## config.mk

```make
export PLATFORM = sky130hd
export DESIGN_NAME = sd_word_packer
export DESIGN_NICKNAME = d
export VERILOG_FILES = /design/src/rtl/sd_pkg.sv /design/src/rtl/sd_word_packer.sv
export SDC_FILE = /design/constraint.sdc
export NUM_CORES = 1
export LEC_CHECK = 0
export BUFFER_PORTS_ARGS = -buffer_cell sky130_fd_sc_hd__buf_2
export CORE_UTILIZATION = 45
export CTS_CLUSTER_SIZE = 20
export DETAILED_ROUTE_END_ITERATION = 8
export MAX_ROUTING_LAYER = met4
export PLACE_DENSITY = 0.81
export SYNTH_ARGS = -nofsm -noshare
export SYNTH_HDL_FRONTEND = slang
export SYNTH_SLANG_ARGS = --single-unit
```

## constraint.sdc

```tcl
create_clock -name clk -period 1.65 [get_ports clk]
set_input_delay 0.165 -clock clk [delete_from_list [all_inputs] [get_ports clk]]
set_output_delay 0.165 -clock clk [all_outputs]
set_load 0.03 [all_outputs]
```

## src/rtl/sd_pkg.sv

```systemverilog
// Shared definitions for the SD sector-buffer feeder: state encoding,
// sector geometry and a small helper for byte-lane arithmetic.
package sd_pkg;

  localparam int SD_SECTOR_BYTES     = 512;
  localparam int SD_WORD_W           = 32;
  localparam int SD_WORDS_PER_SECTOR = 128;

  typedef enum logic [2:0] {
    IDLE     = 3'd0,
    COLLECT  = 3'd1,
    WRITE    = 3'd2,
    WAIT_END = 3'd3,
    DONE     = 3'd4
  } sd_state_t;

  // Number of bytes packed into one buffer word.
  function automatic int bytes_per_word();
    return SD_WORD_W / 8;
  endfunction

endpackage

```

## src/rtl/sd_word_packer.sv

```systemverilog
// sd_word_packer: packs the SD SPI read byte stream into 32-bit words
// (byte k of a word lands in bits [8k+7:8k]) and writes them to slots
// 0..WORDS_PER_SECTOR-1 of the sector buffer using the we/write_end
// handshake, pulsing sector_done after the last slot.
// Optional feature macro: SD_PACK_TIMEOUT_EN -- bounds the wait for
// write_end to WAIT_TIMEOUT cycles and raises a sticky timeout_err.
module sd_word_packer
  import sd_pkg::*;
#(
  parameter int WORDS_PER_SECTOR = SD_WORDS_PER_SECTOR,
  parameter int ADDR_W           = 7,
  parameter int WAIT_TIMEOUT     = 16
) (
  input  logic                 clk,
  input  logic                 reset,
  input  logic                 start,
  input  logic                 abort,
  input  logic [7:0]           byte_in,
  input  logic                 byte_valid,
  output logic                 byte_ready,
  output logic [ADDR_W-1:0]    addr,
  output logic                 sd_buffer_we,
  output logic [SD_WORD_W-1:0] sd_buffer_data_in,
  input  logic                 sd_buffer_write_end,
  output logic                 sector_done,
  output logic                 busy,
  output logic                 timeout_err
);

  localparam logic [1:0]        LAST_BYTE = 2'(bytes_per_word() - 1);
  localparam logic [ADDR_W-1:0] LAST_ADDR = ADDR_W'(WORDS_PER_SECTOR - 1);

  // Elaboration-time sanity checks on the parameter set.
  generate
    if ((1 << ADDR_W) < WORDS_PER_SECTOR) begin : g_bad_addr_w
      $error("ADDR_W too narrow for WORDS_PER_SECTOR");
    end
    if (WAIT_TIMEOUT < 1) begin : g_bad_timeout
      $error("WAIT_TIMEOUT must be at least 1");
    end
    if (SD_SECTOR_BYTES != SD_WORDS_PER_SECTOR * bytes_per_word()) begin : g_bad_geometry
      $error("sector geometry inconsistent");
    end
  endgenerate

  sd_state_t              state_reg;
  logic [ADDR_W-1:0]      addr_reg;
  logic [1:0]             byte_cnt_reg;
  logic [SD_WORD_W-1:0]   data_reg;
  logic                   byte_ready_reg;
  logic                   we_reg;
  logic                   sector_done_reg;
  logic                   busy_reg;
  logic                   byte_take;

`ifdef SD_PACK_TIMEOUT_EN
  localparam int TMO_W = $clog2(WAIT_TIMEOUT + 1);
  logic [TMO_W-1:0]       tmo_cnt_reg;
  logic                   timeout_err_reg;
  assign timeout_err = timeout_err_reg;
`else
  assign timeout_err = 1'b0;
`endif

  // byte_ready_reg is high only in COLLECT, so this is the transfer strobe.
  assign byte_take = byte_valid & byte_ready_reg;

  assign byte_ready        = byte_ready_reg;
  assign addr              = addr_reg;
  assign sd_buffer_we      = we_reg;
  assign sd_buffer_data_in = data_reg;
  assign sector_done       = sector_done_reg;
  assign busy              = busy_reg;

  // Packer FSM with registered outputs; abort overrides every transition.
  always_ff @(posedge clk) begin
    if (!reset) begin
      state_reg       <= IDLE;
      addr_reg        <= '0;
      byte_cnt_reg    <= '0;
      data_reg        <= '0;
      byte_ready_reg  <= 1'b0;
      we_reg          <= 1'b0;
      sector_done_reg <= 1'b0;
      busy_reg        <= 1'b0;
`ifdef SD_PACK_TIMEOUT_EN
      tmo_cnt_reg     <= '0;
      timeout_err_reg <= 1'b0;
`endif
    end else if (abort) begin
      // Partial word is simply never written; data_reg keeps stale bytes.
      state_reg       <= IDLE;
      addr_reg        <= '0;
      byte_cnt_reg    <= '0;
      byte_ready_reg  <= 1'b0;
      we_reg          <= 1'b0;
      sector_done_reg <= 1'b0;
      busy_reg        <= 1'b0;
`ifdef SD_PACK_TIMEOUT_EN
      tmo_cnt_reg     <= '0;
`endif
    end else begin
      we_reg          <= 1'b0;
      sector_done_reg <= 1'b0;
      case (state_reg)
        IDLE: begin
          if (start) begin
            state_reg      <= COLLECT;
            addr_reg       <= '0;
            byte_cnt_reg   <= '0;
            byte_ready_reg <= 1'b1;
            busy_reg       <= 1'b1;
`ifdef SD_PACK_TIMEOUT_EN
            timeout_err_reg <= 1'b0;
`endif
          end
        end
        COLLECT: begin
          if (byte_take) begin
            data_reg[{byte_cnt_reg, 3'b000} +: 8] <= byte_in;
            byte_cnt_reg <= byte_cnt_reg + 2'd1;
            if (byte_cnt_reg == LAST_BYTE) begin
              state_reg      <= WRITE;
              byte_ready_reg <= 1'b0;
              we_reg         <= 1'b1;
            end
          end
        end
        WRITE: begin
          state_reg <= WAIT_END;
`ifdef SD_PACK_TIMEOUT_EN
          tmo_cnt_reg <= '0;
`endif
        end
        WAIT_END: begin
          // addr/data stay frozen here while the buffer prepares its write.
          if (sd_buffer_write_end) begin
            if (addr_reg == LAST_ADDR) begin
              state_reg       <= DONE;
              sector_done_reg <= 1'b1;
            end else begin
              state_reg      <= COLLECT;
              addr_reg       <= addr_reg + 1'b1;
              byte_ready_reg <= 1'b1;
            end
          end
`ifdef SD_PACK_TIMEOUT_EN
          else if (tmo_cnt_reg == TMO_W'(WAIT_TIMEOUT - 1)) begin
            state_reg       <= IDLE;
            addr_reg        <= '0;
            busy_reg        <= 1'b0;
            timeout_err_reg <= 1'b1;
          end else begin
            tmo_cnt_reg <= tmo_cnt_reg + 1'b1;
          end
`endif
        end
        DONE: begin
          state_reg <= IDLE;
          addr_reg  <= '0;
          busy_reg  <= 1'b0;
        end
        default: begin
          state_reg      <= IDLE;
          addr_reg       <= '0;
          byte_ready_reg <= 1'b0;
          busy_reg       <= 1'b0;
        end
      endcase
    end
  end

endmodule

```

==> qor.yml <==
cpMostUsedCell: "buf_4"
p_leak_nw: 1.09
most-common-layout-cells: "buf_2 (56), dfxtp_1 (46), nand2_1 (44), nand3_1 (40), a21boi_0 (27)"
antenna_left: 0
synthXorXnorAreaFrac_pct: 0
synth_seq_cells: 48
period_share_pct: 92.9
rows: 24
fp.dieH_um: 71.4
min_to: "sd_buffer_data_in[8]"
synth_compound_area_share_pct: 18.9
h-tree-depth: 2
cp_max_fo: 8
worst_slack_ps: 117
grt_max_degree: 35
critPathTopFamily: "buffers and inverters"
synth_ff_type: "dfxtp_1"
rsz0062_at_grt: "true"
max_cap_viol_count: 0
place.gp.congestion: 0.924
fp.coreArea_mm2: 0.00450
skew_ps: 14.6
synthArstFlopShare_pct: 0
numPortBuffers: 56
clock.fmax_ghz: 0.652
syn_inst: 254
dieArea_mm2: 0.00510
endpoint_kind: "flip-flop"
synth_seq_area_share_pct: 44.3
cts_tree: "built"
fin_nets: 336
whs_path_depth: 3
multi_input_area_mm2: 0.00114
crit_chain: "inv_1, buf_4, ha_1, nor3b_1, buf_4, nand3_1, a21boi_0"
grt_antenna_before_repair: 0
grt_pass1_vias: 1850
clk_pin_slew_ps: 90
routedWlPerCell_um: 14.1
whs_ps: 162
hold_violations: 0
viasPerCell: 5.46
dr.pass1.iters: 6
period_needed_ps: 1530
syn_area_mm2: 0.00217
yosysTopAreaCell: "dfxtp_1"
drv_slew: 0
dp_hpwl_mm: 3.67
grtUsageTotal_pct: 21.8
cts_setup_buffers: 0
min_path_type: "primary input to flip-flop"
min_from: "byte_in[0]"
die_x_um: 71.4
area_growth_pct: 22.7
syn_avg_cell_area_um2: 8.54
cts_buffers: 5
timing.rr.end: "sd_buffer_data_in[5]"
p_total_mw: 2.11
cpPeakStageDelay_ps: 310
initial_utilization_pct: 48.2
vias: 2010
synth_top_family_by_area: "simple AND/OR/NAND/NOR gates"
power_density_mw_per_mm2: 793
cts.sinks: 48
grt_pass1_wl_mm: 8.32
drt-total-wl_mm: 5.18
root_buffer: "clkbuf_8"
post_cts_resized: 0
ir_worst_vdd_v: 0.000428
drt_iter0_markers: 95
clk_path_buf_depth: 2
cp_slowest_cell: "dfxtp_1"
synth_warnings: 0
cts_hold_buffers: 0
drc: 0
path_buf_inv: 3
ys_types: 44
synth_top_area_share_pct: 44.3
cp-start-kind: "flip-flop"
antenna_cells: 0
worst_ep_arrival_time_ps: 1760
insertion_delay_ps: 310
seqCellArea_um2: 963
final_common_cell: "buf_2"
preCtsSetupSlack_ps: 66.3
reg2reg_from: "byte_cnt_reg[0]"
fill_cells: 422
grt_overflow_total: 0
synthAdderAreaFrac_pct: 4.04
synth_edf_count: 0
setup_viol: 0
ios: 58
yosys-top-cells-area: "dfxtp_1 (44%), a21boi_0 (10%), nand3_1 (9.2%)"
r2r_slack_ps: 120
drive_above_1_share_pct: 26.9
run_status: "complete, no violations"
largest_reg_flops: 32
reg2regPathDepth: 7
synth.area.mux_share_pct: 0.923
worstSetupPathType: "flip-flop to flip-flop"
required_ps: 1880
synth_nets: 275
yosys.area_share.simple_pct: 28.0
-- cell type report --
cell class | count | share of cell area, %
Timing Repair Buffer | 67 | 13.6
Inverter | 5 | 0.705
Clock buffer | 6 | 2.73
Sequential cell | 48 | 36.2
Tap cell | 52 | 2.44
Multi-Input combinational cell | 188 | 43.0
Clock inverter | 2 | 1.32
-- how the worst max path moves through the flow --
stage                     depth (start not counted)       startpoint                     to  slack [ps]
after floorplan                                   5  byte_cnt_reg[0]  sd_buffer_data_in[16]        -140
after global placement                            4       byte_ready  sd_buffer_data_in[29]         140
after CTS                                         4       byte_ready  sd_buffer_data_in[26]          30
after global routing                              7  byte_cnt_reg[0]   sd_buffer_data_in[0]          -5
after detailed placement                          4       byte_ready  sd_buffer_data_in[26]          70
final                                             7  byte_cnt_reg[0]   sd_buffer_data_in[5]         120
-- synthesized netlist by cell type (2+ instances only) --
cell and count:
a21boi_0 30, a21boi_1 2, a21oi_1 5, a31oi_1 4, a32oi_1 2, and2_1 2
and3_1 6, buf_2 6, clkbuf_1 5, dfxtp_1 48, ha_1 7, inv_1 5
mux2i_1 2, nand2_1 44, nand3_1 40, nand3b_1 2, nor2_1 9, nor3_1 3
nor3b_1 2, o21ai_0 5, or3_1 2
-- per-layer routing --
metal | part of all wire (%) | global-route usage (%) | vias to the layer above
met5 | 0 | - | -
met4 | 1.2 | 9.78 | 0
met3 | 5.2 | 4.36 | 6
met2 | 45 | 34.5 | 73
met1 | 48 | 26.9 | 913
li1 | - | - | 1018
-- metrics by stage --
| step | instance area (um^2) | cells | utilization [%] | TNS (ps) |
|---|---|---|---|---|
| 4_1_cts | 2650 | 368 | 58.7 | 0 |
| 3_5_place_dp | 2540 | 360 | 56.3 | 0 |
| 5_1_grt | 2660 | 368 | 59.1 | -9.36 |
| 3_3_place_gp | 2540 | 360 | 56.3 | 0 |
| 6_report | 2660 | 368 | 59.1 | 0 |
| 2_1_floorplan | 2170 | 254 | - | -3110 |
-- kinds of logic after synthesis --
family                   Yosys count
flip-flops                        48
adder cells (fa/ha/maj)            7
AO/OA/AOI/OAI                     57
AND/OR/NAND/NOR                  121
multiplexers                       2
buffers and inverters             18
other                              1
-- power breakdown --
| group | switching, mW | internal, mW |
|---|---|---|
| combinational | 0.0682 | 0.0408 |
| clock | 0.386 | 0.450 |
| sequential | 0.00390 | 1.16 |
| total | 0.458 | 1.65 |
-- worst reg2reg max path, cell delays in order (launching register included) --
cell and delay, ps:
dfxtp_1 310, inv_1 130, buf_4 160, ha_1 240
nor3b_1 200, buf_4 180, nand3_1 80, a21boi_0 170
Note: power is estimated with default switching activity, not from simulation.
